## src/rtl/led_pattern_chaser_if.sv

```systemverilog
// Control/status bundle for led_pattern_chaser.
// The master drives the seed and run controls; the slave returns the LED drive and the step status.
interface led_pattern_chaser_if #(
  parameter int WIDTH = 8,
  parameter int DIV_W = 16
);
  logic [WIDTH-1:0] init_pattern;
  logic             load;
  logic             enable;
  logic [1:0]       mode;
  logic [DIV_W-1:0] div;
  logic [WIDTH-1:0] led;
  logic             step_tick;
  logic             dir;

  modport master (
    output init_pattern, load, enable, mode, div,
    input  led, step_tick, dir
  );

  modport slave (
    input  init_pattern, load, enable, mode, div,
    output led, step_tick, dir
  );
endinterface

```

## src/rtl/led_pattern_chaser.sv

```systemverilog
// Prescaled LED pattern chaser: rotate-left, rotate-right, bounce and blink modes.
// Define LED_ACTIVE_LOW_EN to invert the LED drive for common-anode boards.
module led_pattern_chaser #(
  parameter int WIDTH = 8,
  parameter int DIV_W = 16
) (
  input  logic                 clock,
  input  logic                 reset,
  led_pattern_chaser_if.slave  bus
);
  localparam logic [DIV_W-1:0] COUNT_ONE = {{(DIV_W-1){1'b0}}, 1'b1};

  logic [WIDTH-1:0] pattern_reg, pattern_next;
  logic [DIV_W-1:0] count_reg, count_next;
  logic             dir_reg, dir_next;
  logic             tick_reg, tick_next;

  logic [WIDTH-1:0] rol, ror, shl, shr;

  // Per-bit neighbour wiring for the four shift/rotate candidates.
  for (genvar gi = 0; gi < WIDTH; gi++) begin : g_bits
    assign rol[gi] = pattern_reg[(gi + WIDTH - 1) % WIDTH];
    assign ror[gi] = pattern_reg[(gi + 1) % WIDTH];
    if (gi == 0) begin : g_lsb
      assign shl[gi] = 1'b0;
    end else begin : g_upper
      assign shl[gi] = pattern_reg[gi-1];
    end
    if (gi == WIDTH - 1) begin : g_msb
      assign shr[gi] = 1'b0;
    end else begin : g_lower
      assign shr[gi] = pattern_reg[gi+1];
    end
  end

  always_comb begin
    pattern_next = pattern_reg;
    count_next   = count_reg;
    dir_next     = dir_reg;
    tick_next    = 1'b0;
    if (bus.load) begin
      pattern_next = bus.init_pattern;
      count_next   = '0;
      dir_next     = 1'b0;
    end else if (bus.enable) begin
      // >= so that lowering div below the running count steps immediately.
      if (count_reg >= bus.div) begin
        count_next = '0;
        tick_next  = 1'b1;
        unique case (bus.mode)
          2'b00: pattern_next = rol;
          2'b01: pattern_next = ror;
          2'b10: begin
            if (!dir_reg) begin
              if (pattern_reg[WIDTH-1]) begin
                dir_next     = 1'b1;
                pattern_next = shr;
              end else begin
                pattern_next = shl;
              end
            end else begin
              if (pattern_reg[0]) begin
                dir_next     = 1'b0;
                pattern_next = shl;
              end else begin
                pattern_next = shr;
              end
            end
          end
          default: pattern_next = ~pattern_reg;
        endcase
      end else begin
        count_next = count_reg + COUNT_ONE;
      end
    end
  end

  always_ff @(posedge clock) begin
    if (reset) begin
      pattern_reg <= bus.init_pattern;
      count_reg   <= '0;
      dir_reg     <= 1'b0;
      tick_reg    <= 1'b0;
    end else begin
      pattern_reg <= pattern_next;
      count_reg   <= count_next;
      dir_reg     <= dir_next;
      tick_reg    <= tick_next;
    end
  end

`ifdef LED_ACTIVE_LOW_EN
  assign bus.led = ~pattern_reg;
`else
  assign bus.led = pattern_reg;
`endif
  assign bus.step_tick = tick_reg;
  assign bus.dir       = dir_reg;
endmodule

```

## src/flat_wrapper.sv

```systemverilog
// flat-port wrapper written by rule: the top's interface ports become plain ports
module led_pattern_chaser_flat 
#(
  parameter int WIDTH = 8,
  parameter int DIV_W = 16
)
  (clock, reset, bus_init_pattern, bus_load, bus_enable, bus_mode, bus_div, bus_led, bus_step_tick, bus_dir);
  led_pattern_chaser_if #(.WIDTH(WIDTH), .DIV_W(DIV_W)) bus_i ();
  input  logic clock;
  input  logic reset;
  input wire logic [$bits(bus_i.init_pattern)-1:0] bus_init_pattern;
  input wire logic [$bits(bus_i.load)-1:0] bus_load;
  input wire logic [$bits(bus_i.enable)-1:0] bus_enable;
  input wire logic [$bits(bus_i.mode)-1:0] bus_mode;
  input wire logic [$bits(bus_i.div)-1:0] bus_div;
  output wire logic [$bits(bus_i.led)-1:0] bus_led;
  output wire logic [$bits(bus_i.step_tick)-1:0] bus_step_tick;
  output wire logic [$bits(bus_i.dir)-1:0] bus_dir;
  assign bus_i.init_pattern = bus_init_pattern;
  assign bus_i.load = bus_load;
  assign bus_i.enable = bus_enable;
  assign bus_i.mode = bus_mode;
  assign bus_i.div = bus_div;
  assign bus_led = bus_i.led;
  assign bus_step_tick = bus_i.step_tick;
  assign bus_dir = bus_i.dir;
  led_pattern_chaser #(.WIDTH(WIDTH), .DIV_W(DIV_W)) u_core (.clock(clock), .reset(reset), .bus(bus_i));
endmodule
```

## config.mk

```make
export PLATFORM = sky130hd
export DESIGN_NAME = led_pattern_chaser_flat
export DESIGN_NICKNAME = d
export VERILOG_FILES = /design/src/rtl/led_pattern_chaser_if.sv /design/src/rtl/led_pattern_chaser.sv /design/src/flat_wrapper.sv
export SDC_FILE = /design/constraint.sdc
export NUM_CORES = 1
export LEC_CHECK = 0
export ABC_AREA = 1
export CAP_MARGIN = 20
export CORE_UTILIZATION = 30
export CTS_BUF_LIST = sky130_fd_sc_hd__clkbuf_16
export DETAILED_ROUTE_END_ITERATION = 10
export GPL_TIMING_DRIVEN = 1
export PLACE_DENSITY = 0.49
export SYNTH_ARGS = -nofsm -noshare
export SYNTH_HDL_FRONTEND = slang
export SYNTH_SLANG_ARGS = --single-unit
```

## constraint.sdc

```tcl
create_clock -name clock -period 2.2 [get_ports clock]
set_clock_uncertainty 0.2 [all_clocks]
set_input_delay 0.44 -clock clock [delete_from_list [all_inputs] [get_ports clock]]
set_output_delay 0.44 -clock clock [all_outputs]
set_load 0.005 [all_outputs]
```

# Word-level counts from Yosys, hierarchy flattened
# Index checks and enable logic that the tools add are counted.
# op_classes
n_addsub	1
n_lt_le_gt_ge	1
n_eq_ne	2
mux	13
bitwise_logic	2
n_reduce_logical	7
# ops
cell	n
two-way mux 8 bit	7
case mux 8 bit (3 select lines)	1
adder 16 x 1 -> 16 bit, second input constant	1
>= comparator 16 bit	1
two-way mux 16 bit	1
NOT 8 bit	1
nonzero test 3 bit	2
two-way mux 1 bit	4
AND reduction 3 bit	1
OR reduction 3 bit	1
equality test 2 x 1 -> 1 bit, second input constant	1
equality test 2 bit, second input constant	1
logical NOT 2 bit	1
AND reduction 2 bit	1
OR reduction 2 bit	1
NOT 1 bit	1
# totals
regBits	26
inputBits	30
output_inout_bits	10

# Longest topological paths before layout
# Gate-level depths: netlist (run 1).
# depth
ltp_word	7
depth_mapped	15
depth_no_buf	15

# Least setup slack after synthesis (run 1)
# No wires, ideal clock.
# synth_path
path_kind	input to register
from	input port bus_div[7]
to	register u_core.pattern_reg[0], in the netlist u_core.bus.led[0] (enable)
t_arrival_ns	1.544
slack_ns	0.149
path_stages	13
path_cell_list	inv_1 > ha_1 > nand2_1 > inv_1 > nand2_1 > nor2_1 > nor2_1 > nand2_1 > nand2_1 > nand2_2 > nand2_2 > nand2_4 > buf_6
# synth_via
elab_chain_len	3
# synth_rtl
item	line_no	text
start: declaration	flat_wrapper.sv:15	input wire logic [$bits(bus_i.div)-1:0] bus_div;
>= comparator 16 bit	led_pattern_chaser.sv:47	if (count_reg >= bus.div) begin
nonzero test 3 bit (no line)	--	
AND reduction 2 bit (no line)	--	
end signal: assignment	led_pattern_chaser.sv:80	pattern_reg <= bus.init_pattern;
end signal: assignment	led_pattern_chaser.sv:85	pattern_reg <= pattern_next;
end: declaration	led_pattern_chaser.sv:13	logic [WIDTH-1:0] pattern_reg, pattern_next;
# No other way between the ends.
# A chain may end at the register's enable or synchronous reset.

# Final worst setup path (run 1)
# layout_path
from	input port bus_div[14]
to	register u_core.count_reg[1]
# layout_via
elab_chain_len	2
# layout_rtl
item	line_no	text
>= comparator 16 bit	led_pattern_chaser.sv:47	
two-way mux 16 bit	led_pattern_chaser.sv:47	
end signal: assignment	led_pattern_chaser.sv:86	count_reg <= count_next;
end: declaration	led_pattern_chaser.sv:14	logic [DIV_W-1:0] count_reg, count_next;
# No other way between the ends.

==> results of run 1 <==
-- cell usage in the layout (no fill, tap or decap), types with 5 or more instances in the layout --
master           netlist  layout
nand2_2                5       6
xor2_1                 9       9
buf_4                  1      20
nor2_1                15      15
inv_1                 51      39
dfxtp_1               18      18
edfxtp_1               8       8
nor3_1                 7       6
clkdlybuf4s50_1        0      26
nor2_2                 9       9
nand3_1               10      10
nand2_1               48      44
dlygate4sd2_1          0       5
inv_2                  0      12
o21ai_0               11       9
o22ai_1               10      10
dlymetal6s2s_1         0       8
ha_4                   0      13
a21oi_2                1       5
-- through the flow --
step / util (%) / setup TNS (ns) / total power, mW / worst slack, ns / hold slack [ns]
after floorplan: - / 0 / 0.637 / 0.149 / 0.275
after global placement: 41.8 / -7.67 / 0.769 / -0.352 / 0.320
after detailed placement: 41.8 / -8.07 / 0.768 / -0.380 / 0.313
after CTS: 46.9 / 0 / 1.32 / 0.000601 / 0.361
after global routing: 49.4 / -0.0370 / 1.38 / -0.0187 / 0.415
final: 49.4 / 0 / 1.32 / 0.0573 / 0.371
-- logic make-up after synthesis --
family,count (synthesis)
flops,26
fa+ha+maj,17
simple gates,106
buf+inv,56
xor+xnor,10
compound gates,39
-- layer usage --
| metal | part of all wire, % | vias to the layer above | global-route usage (%) | routed length [um] |
|---|---|---|---|---|
| li1 | - | 957 | - | - |
| met1 | 51 | 826 | 21.8 | 2450 |
| met2 | 45 | 32 | 23.4 | 2180 |
| met5 | 0 | - | 0 | 0 |
| met3 | 2.4 | 6 | 2.02 | 117 |
| met4 | 1.7 | 0 | 4.29 | 80 |
-- where the power goes --
group | internal (mW) | switching, mW | total (mW)
combinational | 0.137 | 0.115 | 0.253
clock | 0.362 | 0.171 | 0.533
sequential | 0.514 | 0.0176 | 0.532
total | 1.01 | 0.304 | 1.32
-- cells in the mapped netlist --
| cell type | n |
|---|---|
| edfxtp_1 | 8 |
| nor4_1 | 1 |
| xnor2_1 | 1 |
| inv_1 | 51 |
| nor2_4 | 3 |
| o21ai_0 | 11 |
| inv_4 | 1 |
| nand2_2 | 5 |
| xor2_1 | 9 |
| clkbuf_1 | 1 |
| nand4_1 | 4 |
| buf_4 | 1 |
| ha_1 | 17 |
| nor4_4 | 1 |
| nand3_1 | 10 |
| o211ai_1 | 1 |
| nor3_1 | 7 |
| nand2_1 | 48 |
| o21ai_2 | 1 |
| o21ai_1 | 1 |
| nand2_4 | 1 |
| a21oi_1 | 11 |
| o31ai_1 | 1 |
| nor2_2 | 9 |
| a21oi_2 | 1 |
| nor2_1 | 15 |
| nor3_2 | 1 |
| dfxtp_1 | 18 |
| clkinv_2 | 1 |
| o22ai_1 | 10 |
| a31oi_1 | 2 |
| nand3b_4 | 1 |
| buf_6 | 1 |
-- worst reg2reg max path, stage by stage (launching register included) --
cell and delay (ns):
dfxtp_1 0.45, ha_4 0.25, nand2_1 0.05, nand2_1 0.04, nand2_1 0.05, nand2_1 0.05
nor2_1 0.10, nand2_1 0.08, nand2_2 0.10, nand2_4 0.08, nand2_8 0.10, nand2_8 0.09
buf_6 0.14, nor3_2 0.13
-- worst paths after layout --
check / from / cells past startpoint / endpoint
worst min register to register: u_core.count_reg[1] / 2 / u_core.count_reg[1]
worst max-delay path: bus_div[14] / 11 / u_core.count_reg[1]
worst max register to register: u_core.count_reg[5] / 13 / u_core.count_reg[10]
worst min-delay path: u_core.count_reg[1] / 2 / u_core.count_reg[1]
-- area by class of cell --
| cell class | count | share of cell area (%) |
|---|---|---|
| Clock buffer | 3 | 2.54 |
| Multi-Input combinational cell | 173 | 45.5 |
| Tap cell | 75 | 3.17 |
| Timing Repair Buffer | 63 | 20.6 |
| Sequential cell | 26 | 20.3 |
| Clock inverter | 1 | 1.02 |
| Inverter | 53 | 6.86 |
-- what timing repair did --
item	CTS	global route
endpoints found under the setup margin	20	23
resized for setup	30	36
pin swaps	22	23
buffers inserted	4	1
cloned	1	0
==> impl_results.md, run 1 <==
- ANT cells: 0
- Total GRT Usage: 15.2%
- Synth Cell Area: 1890 um2
- Routed Antenna Nets: 0
- Slew Limit Fails: 0
- CTS buffer count: 3
- Hold buffers post-CTS: 0
- Kind of cell adding the most delay to the critical path: buffers and inverters
- Lkg Pwr: 1.33 nW
- Proportion of synthesized area in mux cells: 0%
- MaxCap Viol Count: 0
- Synth top area cells: dfxtp_1, edfxtp_1, ha_1
- Final min period: 2.14 ns
- TritonCTS clock tree: yes
- Critical Path Slowest Stage Cell: clkdlybuf4s50_1
- Clk slew on worst S/H paths: 0.06 ns
- Crit. End Element: register
- DP Area: 2500 um2
- TritonRoute pass-1 iters: 5
- Status: completed
- Final Cell Area: 2960 um2
- Syn Inst Count: 254
- Register Area: 601 um2
- Core area: 5990 um2
- Placed wire-length estimate: 3.51 mm
- Routed len/inst: 12.2 um
- Max VDD drop: 0.311 mV
- CP Data Required Time: 2.16 ns
- Die Ht: 81.3 um
- Largest family of logic cells by synthesized area: simple AND/OR/NAND/NOR gates
- Non-Filler Instances: 394
- First-pass GRT wire length: 7.65 mm
- # IOs: 40
- Via count: 1,821
- Hold crit path type: register to register
- Crit path DAT: 2.10 ns
- CP Launch Type: input pin
- Max_slew headroom: 75.4%
- Flops & latches, synth: 26
- GR Overflow Total: 0
- Synth-to-Final Area Change: 56.8%
- Crit Path Category: input pin to register
- Top-area cell type share of the netlist area: 19.1%
- Vias in the first global route: 1,702
- Max FFs per register: 16
- Post-synthesis compound-gate area fraction: 11.8%
- Mapped Nets: 301
- Multi-input gate area: 1350 um2
- Routability congestion estimate: 0.808
- Cell variety after synth: 33
- Max clock buf depth: 2
- CTS Sinks: 26
- Post-placement cell count: 384
- Final setup vio count: 0
- Worst path max stage delay: 0.47 ns
- Tightest Pin Transition: 0.365 ns
- Starting Density: 31.5%
- Mean post-synth cell area: 7.42 um2
- WP buf/inv: 5
- I/O Buffers: 39
- Post-Synth Adder-Cell Area: 11.3%
- CP most frequent cell: buf_4
- Pin count of the biggest net entering global routing: 20
- Clock insertion delay at the later pin of the skew report: 0.26 ns
- XOR/XNOR share of the synthesized area: 4.64%
- Achievable Freq: 467 MHz
- Die width: 81.3 um
- Hold Fails Final Rpt: 0
- Die area: 6610 um2
- Crit-path max FO: 3
- Initial antenna violation count: 0
- H-tree Lvls: 1
- Share of post-route cells with drive strength above 1: 29.2%
- Synth area leader: dfxtp_1
- CTS root buffer: clkbuf_16
- Fin nets: 367
- Power Dens Cells: 446 nW/um2
- DRT Wirelength: 4.83 mm
- DRC: 0
- CP cell instances: clkdlybuf4s50_1, inv_2, ha_4, nand2_4, nor3_2, nand2_2, buf_4, buf_4, buf_4, nand4_1, a21oi_2
- Final worst path period share: 97.4%
- Iteration-0 DRC Markers: 58
- Row count: 28
- Synth Area in Simple Gates: 28.5%
- Seq/Total Area, Yosys: 31.9%
- # fillers: 595
- YS warnings: 0
- Reg2Reg Setup Slack: 0.22 ns
- Vias per std cell: 4.62
(Power assumes the default switching activity.)
==> run 2, diff against run 1 <==
==> constraint.sdc (replaced) <==
create_clock -name clock -period 2.2 [get_ports clock]
set_clock_uncertainty 0.2 [all_clocks]
set_input_delay 0.22 -clock clock [delete_from_list [all_inputs] [get_ports clock]]
set_output_delay 0.22 -clock clock [all_outputs]
set_load 0.005 [all_outputs]
==> impl_results.md, run 2 (synthesis results as in run 1) <==
- Most frequent cells in the layout: inv_1, nand2_1, clkdlybuf4s50_1 (was nand2_1, inv_1, clkdlybuf4s50_1)
- Starting Density: 31.5% (unchanged)
- Most common cell after layout, fill and taps aside: inv_1 (was nand2_1)
- I/O Buffers: 39 (unchanged)
- Finished Core Util: 43.3% (was 49.4%)
- Row count: 28 (unchanged)
- Routability congestion estimate: 0.808 (about the same)
- Crit Path Category: input pin to register (unchanged)
- Crit path DAT: 1.81 ns (was 2.10 ns)
- Switch share: 21.9% (was 23.1%)
- TritonRoute pass-1 iters: 4 (was 5)
- Hold buffers post-CTS: 0 (unchanged)
- Crit-path max FO: 7 (was 3)
- # IOs: 40 (unchanged)
- Tightest Pin Transition: 0.324 ns (was 0.365 ns)
- Max_slew headroom: 78.2% (was 75.4%)
- GR Overflow Total: 0 (unchanged)
- MaxCap Viol Count: 0 (unchanged)
- Routed len/inst: 11.2 um (was 12.2 um)
- TritonCTS clock tree: yes (unchanged)
- Vias per std cell: 4.43 (was 4.62)
- Metal2 WL: 1.80 mm (was 2.18 mm)
- Share of post-route cells with drive strength above 1: 14.9% (was 29.2%)
- Max FFs per register: 16 (unchanged)
- Via count: 1,695 (was 1,821)
- Total GRT Usage: 13.5% (was 15.2%)
- Final min period: 2.04 ns (was 2.14 ns)
- Final TNS setup: 0 ns (unchanged)
- H-tree Lvls: 1 (unchanged)
- Max clock buf depth: 2 (unchanged)
- Clock Power Share: 41.3% (was 40.5%)
- DRC: 0 (unchanged)
- CP Data Required Time: 1.97 ns (was 2.16 ns)
- Clk slew on worst S/H paths: 0.06 ns (about the same)
- Origin of the critical flop-to-flop path: u_core.count_reg[0] (was u_core.count_reg[5])
- Iteration-0 DRC Markers: 44 (was 58)
- Worst setup path end: u_core.bus.led[0] (was u_core.count_reg[1])
- Sequential Power Share: 41.7% (was 40.4%)
- Placed wire-length estimate: 3.45 mm (was 3.51 mm)
- CTS root buffer: clkbuf_16 (unchanged)
- Crit. End Element: register (unchanged)
- Routed Antenna Nets: 0 (unchanged)
- R2r worst-path depth: 10 (was 13)
- Synth-to-Final Area Change: 37.6% (was 56.8%)
- Slew Limit Fails: 0 (unchanged)
- Met3 WL: 113 um (was 117 um)
- Hold crit path type: register to register (unchanged)
- Max layer used: met4 (unchanged)
- Achievable Freq: 490 MHz (was 467 MHz)
- Reg2Reg Setup Slack: 0.24 ns (was 0.22 ns)
- Final worst path period share: 92.7% (was 97.4%)
- Worst reg2reg endpoint: u_core.bus.led[0] (was u_core.count_reg[10])
- Post-Route M1 WL: 2.34 mm (was 2.45 mm)
- Vias in the first global route: 1,538 (was 1,702)
- CTS buffer count: 3 (unchanged)
- Final setup vio count: 0 (unchanged)
- Internal: 0.997 mW (was 1.01 mW)
- Fin nets: 356 (was 367)
- Die area: 6610 um2 (unchanged)
- Lkg Pwr: 1.20 nW (was 1.33 nW)
- DRT Wirelength: 4.28 mm (was 4.83 mm)
- Hold Fails Final Rpt: 0 (unchanged)
- ANT cells: 0 (unchanged)
- Clock insertion delay at the later pin of the skew report: 0.26 ns (about the same)
- P_sw: 0.280 mW (was 0.304 mW)
- Initial antenna violation count: 0 (unchanged)
- Die Ht: 81.3 um (unchanged)
- Post-CTS sizing: 0 (was 30)
- Core area: 5990 um2 (unchanged)
- Worst setup path startpoint: bus_div[7] (was bus_div[14])
- Max VDD drop: 0.290 mV (was 0.311 mV)
- Pin count of the biggest net entering global routing: 19 (was 20)
- First-pass GRT wire length: 6.89 mm (was 7.65 mm)
- Power Dens Cells: 492 nW/um2 (was 446 nW/um2)
- Postcts setup bufs: 0 (was 4)
- CTS Sinks: 26 (unchanged)
- Status: completed (unchanged)
- Die width: 81.3 um (unchanged)
- Logic pwr share: 17.0% (was 19.2%)
- CP Launch Type: input pin (unchanged)
run 2: cell types whose count changed in the layout (fill, tap and decap cells not counted), moves of 3 or more:
cell,delta
a21oi_4,-3
inv_1,+12
a21oi_2,-4
a21oi_1,+7
inv_2,-12
buf_6,-3
ha_1,+13
ha_4,-13
dlymetal6s2s_1,-8
dlygate4sd2_1,-5
clkdlybuf4s50_1,+13
buf_4,-8
run 2: cell type report:
type	instances	area [um2]
Tap cell	75	93.8
Sequential cell	26	601
Clock inverter	1	30.0
Clock buffer	3	75.1
Fill cell	599	3400
Timing Repair Buffer	52	500
Inverter	53	203
Multi-Input combinational cell	173	1090
run 2: power by group through the flow:
stage               combinational (mW)  clock (mW)  sequential [mW]
floorplan                       0.0967           0            0.540
global placement                 0.216           0            0.544
detailed placement               0.214           0            0.543
CTS                              0.216       0.544            0.532
global route                     0.244       0.556            0.535
finish                           0.217       0.528            0.532
run 2: worst min path at each step:
stage,startpoint,endpoint,cells after the start,slack [ns]
2_1_floorplan,bus_init_pattern[0],u_core.bus.led[0],2,0.21
3_3_place_gp,u_core.count_reg[1],u_core.count_reg[1],2,0.32
4_1_cts,u_core.count_reg[1],u_core.count_reg[1],2,0.34
6_report,u_core.count_reg[1],u_core.count_reg[1],2,0.34
3_5_place_dp,u_core.count_reg[15],u_core.count_reg[15],2,0.32
5_1_grt,u_core.count_reg[15],u_core.count_reg[15],2,0.36
run 2: metrics by stage:
step	hold WS, ns	cell area, um2	std cells	power, mW	worst slack [ns]
6_report	0.340	2590	383	1.28	0.161
5_1_grt	0.356	2590	383	1.33	-0.00245
4_1_cts	0.335	2560	382	1.29	0.113
3_5_place_dp	0.321	2460	378	0.757	-0.141
3_3_place_gp	0.324	2460	378	0.760	-0.139
2_1_floorplan	0.206	1890	254	0.637	0.283
run 2: per-layer routing:
layer | vias up | global-route usage [%]
met3 | 5 | 1.91
met5 | - | 0
met2 | 25 | 20.7
met1 | 729 | 19.4
li1 | 936 | -
met4 | 0 | 3.75
run 2: critical path, stage by stage:
cell	delay, ns
clkdlybuf4s50_1	0.45
inv_1	0.04
ha_1	0.28
nand2_1	0.05
inv_1	0.07
nand2_1	0.06
nor2_1	0.12
nor2_2	0.06
nand2_2	0.07
nand2_2	0.05
nand2_2	0.09
nand2_4	0.09
nand2_4	0.15
